$ cat src/rtl/digit_scan_ctrl_if.sv
// Display-side bundle of the digit scan controller: the run request and frame
// data come in, and the decoder selects plus the segment-encoder data go out.
interface digit_scan_ctrl_if;
  logic        run;
  logic [31:0] digits_in;
  logic [7:0]  dp_in;
  logic        sel_a;
  logic        sel_b;
  logic        sel_c;
  logic        sel_en;
  logic [3:0]  digit_bcd;
  logic        digit_dp;
  logic        frame_done;

  modport master (
    output run, digits_in, dp_in,
    input  sel_a, sel_b, sel_c, sel_en, digit_bcd, digit_dp, frame_done
  );

  modport slave (
    input  run, digits_in, dp_in,
    output sel_a, sel_b, sel_c, sel_en, digit_bcd, digit_dp, frame_done
  );
endinterface

$ cat src/rtl/digit_scan_ctrl.sv
// Time-multiplexed 7-seg scan controller: steps digit slots at CLK_DIV cycles each,
// drives the 3-to-8 decoder selects and shows a per-frame snapshot of the digit data.
module digit_scan_ctrl #(
  parameter int CLK_DIV   = 50000,
  parameter int BLANK_CYC = 1000,
  parameter int NUM_DIG   = 8
) (
  input  logic             clk,
  input  logic             rst,
  digit_scan_ctrl_if.slave bus
);

  localparam int CNT_W = $clog2(CLK_DIV);
  localparam logic [CNT_W-1:0] CNT_MAX   = CNT_W'(CLK_DIV - 1);
  localparam logic [CNT_W:0]   BLANK_LIM = (CNT_W + 1)'(BLANK_CYC);
  localparam logic [2:0]       SLOT_MAX  = 3'(NUM_DIG - 1);
  localparam logic [3:0]       BLANK_BCD = 4'hF;

  logic [CNT_W-1:0] pre_cnt, pre_cnt_n;
  logic [2:0]       slot, slot_n;
  logic [31:0]      snap_digits, snap_digits_n;
  logic [7:0]       snap_dp, snap_dp_n;
  logic             run_q;
  logic             sel_en_q, sel_en_n;
  logic [3:0]       bcd_q, bcd_n;
  logic             dp_q, dp_n;
  logic             frame_done_q, frame_done_n;

  // Outputs are computed from the next-state values so that, once registered,
  // they line up with the slot and pre_cnt registers of the same cycle.
  always_comb begin
    // NOTE: every comb output gets a default first, so no path can infer a latch.
    pre_cnt_n     = pre_cnt;
    slot_n        = slot;
    snap_digits_n = snap_digits;
    snap_dp_n     = snap_dp;
    frame_done_n  = 1'b0;

    if (!bus.run) begin
      pre_cnt_n = '0;
      slot_n    = '0;
    end else if (!run_q) begin
      // First edge of a run: fresh snapshot, slot 0 gets its full slot time.
      pre_cnt_n     = '0;
      slot_n        = '0;
      snap_digits_n = bus.digits_in;
      snap_dp_n     = bus.dp_in;
    end else if (pre_cnt == CNT_MAX) begin
      pre_cnt_n = '0;
      if (slot == SLOT_MAX) begin
        slot_n        = '0;
        snap_digits_n = bus.digits_in;
        snap_dp_n     = bus.dp_in;
        frame_done_n  = 1'b1;
      end else begin
        slot_n = slot + 3'd1;
      end
    end else begin
      pre_cnt_n = pre_cnt + 1'b1;
    end

    bcd_n = snap_digits_n[{slot_n, 2'b00} +: 4];
    dp_n  = snap_dp_n[slot_n];
    // pre_cnt + 1 > BLANK_CYC is pre_cnt >= BLANK_CYC, written so BLANK_CYC=0 stays clean.
    sel_en_n = bus.run && (({1'b0, pre_cnt_n} + 1'b1) > BLANK_LIM) && (bcd_n != BLANK_BCD);
  end

  always_ff @(posedge clk) begin
    // NOTE: sequential state uses non-blocking assignments only.
    if (rst) begin
      pre_cnt      <= '0;
      slot         <= '0;
      snap_digits  <= '0;
      snap_dp      <= '0;
      run_q        <= 1'b0;
      sel_en_q     <= 1'b0;
      bcd_q        <= '0;
      dp_q         <= 1'b0;
      frame_done_q <= 1'b0;
    end else begin
      pre_cnt      <= pre_cnt_n;
      slot         <= slot_n;
      snap_digits  <= snap_digits_n;
      snap_dp      <= snap_dp_n;
      run_q        <= bus.run;
      sel_en_q     <= sel_en_n;
      bcd_q        <= bcd_n;
      dp_q         <= dp_n;
      frame_done_q <= frame_done_n;
    end
  end

  assign bus.sel_a      = slot[0];
  assign bus.sel_b      = slot[1];
  assign bus.sel_c      = slot[2];
  assign bus.sel_en     = sel_en_q;
  assign bus.digit_bcd  = bcd_q;
  assign bus.digit_dp   = dp_q;
  assign bus.frame_done = frame_done_q;

endmodule
$ cat src/flat_wrapper.sv
// flat-port wrapper written by rule: the top's interface ports become plain ports
module digit_scan_ctrl_flat 
#(
  parameter int CLK_DIV   = 50000,
  parameter int BLANK_CYC = 1000,
  parameter int NUM_DIG   = 8
)
  (clk, rst, bus_run, bus_digits_in, bus_dp_in, bus_sel_a, bus_sel_b, bus_sel_c, bus_sel_en, bus_digit_bcd, bus_digit_dp, bus_frame_done);
  digit_scan_ctrl_if bus_i ();
  input  logic clk;
  input  logic rst;
  input wire logic [$bits(bus_i.run)-1:0] bus_run;
  input wire logic [$bits(bus_i.digits_in)-1:0] bus_digits_in;
  input wire logic [$bits(bus_i.dp_in)-1:0] bus_dp_in;
  output wire logic [$bits(bus_i.sel_a)-1:0] bus_sel_a;
  output wire logic [$bits(bus_i.sel_b)-1:0] bus_sel_b;
  output wire logic [$bits(bus_i.sel_c)-1:0] bus_sel_c;
  output wire logic [$bits(bus_i.sel_en)-1:0] bus_sel_en;
  output wire logic [$bits(bus_i.digit_bcd)-1:0] bus_digit_bcd;
  output wire logic [$bits(bus_i.digit_dp)-1:0] bus_digit_dp;
  output wire logic [$bits(bus_i.frame_done)-1:0] bus_frame_done;
  assign bus_i.run = bus_run;
  assign bus_i.digits_in = bus_digits_in;
  assign bus_i.dp_in = bus_dp_in;
  assign bus_sel_a = bus_i.sel_a;
  assign bus_sel_b = bus_i.sel_b;
  assign bus_sel_c = bus_i.sel_c;
  assign bus_sel_en = bus_i.sel_en;
  assign bus_digit_bcd = bus_i.digit_bcd;
  assign bus_digit_dp = bus_i.digit_dp;
  assign bus_frame_done = bus_i.frame_done;
  digit_scan_ctrl #(.CLK_DIV(CLK_DIV), .BLANK_CYC(BLANK_CYC), .NUM_DIG(NUM_DIG)) u_core (.clk(clk), .rst(rst), .bus(bus_i));
endmodule
$ cat config.mk
export PLATFORM = sky130hd
export DESIGN_NAME = digit_scan_ctrl_flat
export DESIGN_NICKNAME = d
export VERILOG_FILES = /design/src/rtl/digit_scan_ctrl_if.sv /design/src/rtl/digit_scan_ctrl.sv /design/src/flat_wrapper.sv
export SDC_FILE = /design/constraint.sdc
export NUM_CORES = 1
export LEC_CHECK = 0
export CAP_MARGIN = 15
export CORE_MARGIN = 8
export CORE_UTILIZATION = 49
export CTS_CLUSTER_SIZE = 12
export DETAILED_ROUTE_END_ITERATION = 8
export PLACE_DENSITY = 0.85
export SYNTH_ARGS = -nofsm -noshare
export SYNTH_HDL_FRONTEND = slang
export SYNTH_SLANG_ARGS = --single-unit
$ cat constraint.sdc
create_clock -name clk -period 2.7 [get_ports clk]
set_clock_uncertainty 0.15 [all_clocks]
set_input_delay 0.54 -clock clk [delete_from_list [all_inputs] [get_ports clk]]
set_output_delay 0.54 -clock clk [all_outputs]
set_load 0.02 [all_outputs]
# Word-level counts from Yosys, hierarchy flattened
# Cells that the tools add are included.
[totals] regBits=67 in_bits=43 out_inout_bits=10
[op_classes] n_addsub=3 magnitude_cmp=2 eq_ne=3 shift=1 mux=18 bitwise=3 reduce_logical=3
[op_table] op="2-to-1 mux 32 bit" count=4
[op_table] op="2-to-1 mux 16 bit" count=3
[op_table] op="2-to-1 mux 8 bit" count=4
[op_table] op="variable part select 32 x 6 -> 4 bit" count=1
[op_table] op="adder 16 x 1 -> 17 bit (second input constant)" count=1
[op_table] op="> comparator 17 x 10 -> 1 bit (second input constant)" count=1
[op_table] op="adder 16 x 1 -> 16 bit (second input constant)" count=1
[op_table] op="== test 16 bit (second input constant)" count=1
[op_table] op="2-to-1 mux 3 bit" count=4
[op_table] op="less-than comparator 3 x 4 -> 1 bit (second input constant)" count=1
[op_table] op="!= test 4 bit (second input constant)" count=1
[op_table] op="OR reduction 4 bit" count=1
[op_table] op="adder 3 x 1 -> 3 bit (second input constant)" count=1
[op_table] op="binary-select mux 1 bit (select 3 bit)" count=1
[op_table] op="== test 3 bit (second input constant)" count=1
[op_table] op="inverter 1 bit" count=3
[op_table] op="logical AND 1 bit" count=2
[op_table] op="2-to-1 mux 1 bit" count=2

# Depth between registers and ports, before layout
[depth] word_depth=8 mapped_depth=11 mapped_depth_nobuf=10

# Least setup slack after synthesis
# OpenSTA, ideal clock, no wires.
[synth_path] path_kind="reg-to-reg" start="register u_core.pre_cnt[11]" end="register u_core.sel_en_q (netlist: u_core.bus.sel_en)" setup_ps=136 arrival_ps=2630 slack_ps=-217 stages_incl_launch_ff=9 path_buffers=0 period_less_slack_ps=2917 cell_sequence="dfxtp_1 > or4_4 > nor4_4 > mux2i_1 > a21o_1 > a31oi_1 > or4_1 > o21ai_1 > a41oi_1"
[synth_via] elab_chain_cells=8 elab_cells_between_ends=17 cone_classes="add/sub (2); order compare (1); eq/ne (2); shift (1); mux (9); reduce/logical (2)"
[synth_lines] item="start, declared" line_no="digit_scan_ctrl.sv:19" text="logic [CNT_W-1:0] pre_cnt, pre_cnt_n;"
[synth_lines] item="start signal, assigned" line_no="digit_scan_ctrl.sv:81" text="pre_cnt <= pre_cnt_n;"
[synth_lines] item="adder 16 x 1 -> 16 bit or == test 16 bit (tied branches)" line_no="digit_scan_ctrl.sv:59, digit_scan_ctrl.sv:48"
[synth_lines] item="2-to-1 mux 16 bit" line_no="digit_scan_ctrl.sv:48" text="end else if (pre_cnt == CNT_MAX) begin"
[synth_lines] item="2-to-1 mux 16 bit" line_no="digit_scan_ctrl.sv:42" text="end else if (!run_q) begin"
[synth_lines] item="2-to-1 mux 16 bit" line_no="digit_scan_ctrl.sv:39" text="if (!bus.run) begin"
[synth_lines] item="adder 16 x 1 -> 17 bit" line_no="digit_scan_ctrl.sv:65" text="sel_en_n = bus.run && (({1'b0, pre_cnt_n} + 1'b1) > BLANK_LIM) && (bcd_n != BLANK_BCD);"
[synth_lines] item="> comparator 17 x 10 -> 1 bit" line_no="digit_scan_ctrl.sv:65"
[synth_lines] item="logical AND 1 bit" line_no="digit_scan_ctrl.sv:65"
[synth_lines] item="logical AND 1 bit *" line_no="digit_scan_ctrl.sv:65"
[synth_lines] item="end signal, assigned" line_no="digit_scan_ctrl.sv:86" text="sel_en_q <= sel_en_n;"
[synth_lines] item="end, declared" line_no="digit_scan_ctrl.sv:24" text="logic sel_en_q, sel_en_n;"
# Mark *: on every way between the ends. The rest lies on a longest branch, timed or not.
# A chain may end at the register's enable or synchronous reset.

# Worst setup path after layout
[layout_path] start="register u_core.slot[0]" end="register u_core.sel_en_q (netlist: u_core.bus.sel_en)"
[layout_via] elab_chain_cells=8 elab_cells_between_ends=13 cone_classes="add/sub (1); eq/ne (2); shift (1); mux (8); reduce/logical (1)"
[layout_lines] item="start, declared" line_no="digit_scan_ctrl.sv:20" text="logic [2:0] slot, slot_n;"
[layout_lines] item="start signal, assigned" line_no="digit_scan_ctrl.sv:82" text="slot <= slot_n;"
[layout_lines] item="adder 3 x 1 -> 3 bit or == test 3 bit (tied branches)" line_no="digit_scan_ctrl.sv:56, digit_scan_ctrl.sv:50"
[layout_lines] item="2-to-1 mux 3 bit or 2-to-1 mux 32 bit (tied branches)" line_no="digit_scan_ctrl.sv:50" text="if (slot == SLOT_MAX) begin"
[layout_lines] item="2-to-1 mux 3 bit or 2-to-1 mux 32 bit (tied branches)" line_no="digit_scan_ctrl.sv:48"
[layout_lines] item="2-to-1 mux 3 bit or 2-to-1 mux 32 bit (tied branches)" line_no="digit_scan_ctrl.sv:42"
[layout_lines] item="2-to-1 mux 3 bit or 2-to-1 mux 32 bit (tied branches)" line_no="digit_scan_ctrl.sv:39"
[layout_lines] item="variable part select 32 x 6 -> 4 bit *" line_no="digit_scan_ctrl.sv:62" text="bcd_n = snap_digits_n[{slot_n, 2'b00} +: 4];"
[layout_lines] item="!= test 4 bit *" line_no="digit_scan_ctrl.sv:65"
[layout_lines] item="logical AND 1 bit *" line_no="digit_scan_ctrl.sv:65"
# Marked as above.

==> run summary <==
The startpoint type of the worst setup path is a register. Power comes to 2.19 mW. The worst setup path is captured at a register. In this run the worst setup path begins at u_core.slot[0]. The run finished, with violations left. The number of standard-cell rows in the floorplan came out at 31. The critical path ends at u_core.bus.sel_en.

After global routing the overflow that remains totals 0. At the later pin of the worst-skew pair, clock insertion delay measures 350 ps. For the pin with the worst max-slew slack, the measured transition is 544 ps. The total setup violations reported at the end of the flow is 5. The die covers approximately 10000 um^2. The async set or reset register ratio after synthesis came out at 0.

The type of the setup path with the least slack is reg -> reg. The number of warnings printed during yosys synthesis came out at 0. The peak supply drop is 0.329 mV.

The half-perimeter wire length after placement is about 8.4 mm. The count of mapped cells out of synthesis came out at ~470. The residual DRC count is 0.

The synthesized-area fraction occupied by and/or/nand/nor cells came out at 0.293. Leaving out fill and tap cells, the most frequent cell in the layout is nand2_1. Once routing completed, OpenROAD measured the worst setup slack at -247 ps. The xor/xnor cell area share of the yosys netlist is 0.0362.

The post-synthesis compound-gate area fraction is 0.200. Power spread over the standard cell area amounts to around 430 nW/um^2. The largest fanout on the critical path is 6. The mapped cell area is about 3600 um^2. The total negative setup slack is -872 ps. The placer's final routability congestion estimate is 0.908.

In this run the critical register-to-register path is captured at u_core.bus.sel_en. The startpoint of the lowest-slack register-to-register path is u_core.slot[0]. The detail route stage leaves a number of antenna-violating nets equal to 0. The sequential cell area fraction in the yosys report came out at 0.370. In this run the horizontal extent of the chip is 102 um. After synthesis, the largest family of logic cells by area is simple AND/OR/NAND/NOR gates. The total wire length after detailed routing is 11.9 mm. The number of enable-type register cells in the synthesized netlist came out at 0.

The per-cell via count in the routed design came out at 5.91. The iteration-0 DRC count of the detailed router came out at 319. The data arrival time of the critical path is a little over 3000 ps. The logic depth of the worst register-to-register path came out at 11.

Synthesis produced a netlist with a net count of 518. The count of cell types in the netlist came out at 58. The maximum number of pins on one net before global-route repair came out at 51. The number of slew-limit violations in the final report is 0. The maximum clock frequency is 339 MHz. From synthesis to final layout, the design area changed by 39.9%. The number of buffers added by the clock tree synthesis step came out at 9. The maximum clock path buffer count is 2. The number of antenna diodes in the final layout is 0.

The number of antenna violations at the first check in global routing is 0. The wire length of the first global-routing pass came out at 18.7 mm. The number of max-capacitance violations reported came out at 0. In the finished design, the share of the clock period the worst path needs comes to 1.09. TritonCTS built the clock tree. In the final layout, the share of cells above drive strength 1 is 0.220. The library cells used most frequently in the layout, excluding fill and tap cells, are 103 x nand2_1, 65 x dfxtp_1, 58 x buf_4. The number of clock sinks is 67. The overall global routing resource usage came out at 0.228.

During I/O placement, the number of pins put on the boundary was 53. The number of flip-flops and latches in the synthesized netlist came out at 67. Of the post-synthesis cell area, the dominant cell type holds 0.370. Among all flip-flop cells after synthesis, the most frequent one is dfxtp_1.

The via count of the first global-routing pass is between 3000 and 4000. The worst reg-to-reg setup slack came out at -250 ps. The final hold slack is between 300 and 400 ps.

The post-route minimum period is 2950 ps. The worst relative slew slack came out at 0.638. The clock input transition at the sequential cells of the worst setup and hold paths is 70 ps. The tightest min-delay check is of the reg -> reg type.

The number of failing hold endpoints at the final stage came out at 0. The final standard cell utilization of the core came out at 0.703. The area inside the core boundary came out at between 7000 and 8000 um^2. Of the total synthesized cell area, the portion taken by full adders, half adders and majority gates is 0.0104. After detailed routing, the average wire length per cell comes to between 15 and 20 um. The mux share of post-synthesis cell area came out at 0.0431. The synthesized design spends more area on one cell type than any other, namely dfxtp_1. In this run the number of H-tree levels came out at 3. The average size of a mapped cell came out at 7.68 um^2.

The effective utilization at floorplan came out at 0.502. The checks that failed: setup timing. Sorting the synthesized cells by area gives the leading types as dfxtp_1 37%, nand2_1 11%, a21oi_1 8.1%. The via count is 3972. Setup repair after global routing could not meet its margin everywhere. The height of the die is 102 um. In this run the clock root is driven by a clkbuf_8. The count of buffers added on input and output ports is 52. The number of optimization iterations in the first detailed-route pass came out at 5. The cell leakage power came out at 1.89 nW. The net count of the finished layout is 615. The total of hold buffers inserted after clock tree synthesis came out at 0. The data required time of the worst path came out at roughly 2800 ps.
==> how the worst min path moves through the flow <==
stage	to	from	cells after the start
after floorplan	u_core.pre_cnt[0]	u_core.pre_cnt[0]	1
after global placement	u_core.snap_digits[17]	u_core.snap_digits[17]	2
after detailed placement	u_core.snap_digits[16]	u_core.snap_digits[16]	2
after CTS	u_core.snap_digits[16]	u_core.snap_digits[16]	2
after global routing	u_core.snap_dp[7]	u_core.snap_dp[7]	2
final	u_core.snap_digits[16]	u_core.snap_digits[16]	2
==> cell families (layout without fill, tap and decap cells) <==
logic type      count (synthesis)  after routing
simple gates                  218            219
compound gates                115            115
fa+ha+maj                       3              3
xor+xnor                       15             15
mux                            15             15
flops                          67             67
buf+inv                        39            139
==> power breakdown <==
part,switching [mW],total (mW),internal [mW]
Clock,0.402,0.820,0.418
Sequential,0.0264,1.05,1.03
Combinational,0.156,0.313,0.157
Total,0.585,2.19,1.60
==> metal layers <==
| metal | vias to the layer above | part of all wire | GRT usage | wire length (um) |
|---|---|---|---|---|
| met1 | 1864 | 0.41 | 0.277 | 4880 |
| met3 | 44 | 0.086 | 0.0634 | 1020 |
| met2 | 210 | 0.46 | 0.378 | 5510 |
| met5 | - | 0 | 0 | 0 |
| li1 | 1854 | - | - | - |
| met4 | 0 | 0.038 | 0.0756 | 450 |
==> synth_stat cells (all sizes together), types with 9 or more instances <==
cell type,number
nand2,104
nand3,13
dfxtp,67
clkbuf,23
buf,13
nor2,36
nor3,20
mux2i,13
a21oi,59
xor2,9
o21ai,20
==> what timing repair did <==
| item | CTS | global route |
|---|---|---|
| buffers inserted | 3 | 2 |
| endpoints found under the setup margin | 6 | 6 |
| resized for setup | 8 | 22 |
| cloned | 1 | 0 |
| pin swaps | 2 | 7 |
==> registers in the layout, summed over array words and instances (netlist names) <==
| register | cells |
|---|---|
| u_core.slot | 3 |
| u_core.bus.frame_done | 1 |
| u_core.pre_cnt | 16 |
| u_core.snap_digits | 32 |
| u_core.run_q | 1 |
| u_core.bus.digit_dp | 1 |
| u_core.bus.sel_en | 1 |
| u_core.bus.digit_bcd | 4 |
| u_core.snap_dp | 8 |
==> layout make-up <==
| class | count | area, um^2 |
|---|---|---|
| multi-input combinational | 367 | 2300 |
| fill | 576 | 2140 |
| sequential | 67 | 1350 |
| timing repair buffer | 121 | 1100 |
| clock buffer | 10 | 128 |
| tap | 99 | 124 |
| clock inverter | 5 | 55.1 |
| inverter | 3 | 11.3 |
==> worst max-delay path, cell delays in order (launching register included) <==
cell and delay [ps]:
dfxtp_4 350, ha_4 160, ha_4 150, or4bb_4 540, nor4_4 280, buf_6 170, nor3_4 40, a21oi_2 170
o2111ai_2 150, o211a_1 200, o31ai_4 300, a41oi_2 150
==> metrics by stage <==
stage,area (um^2),std cells,worst slack (ps)
after CTS,4960,670,-188
after detailed placement,4710,651,-293
after global routing,5070,672,-320
after global placement,4710,651,-214
final,5070,672,-247
after floorplan,3690,472,-92.6
Power figures use the tool's default switching activity.
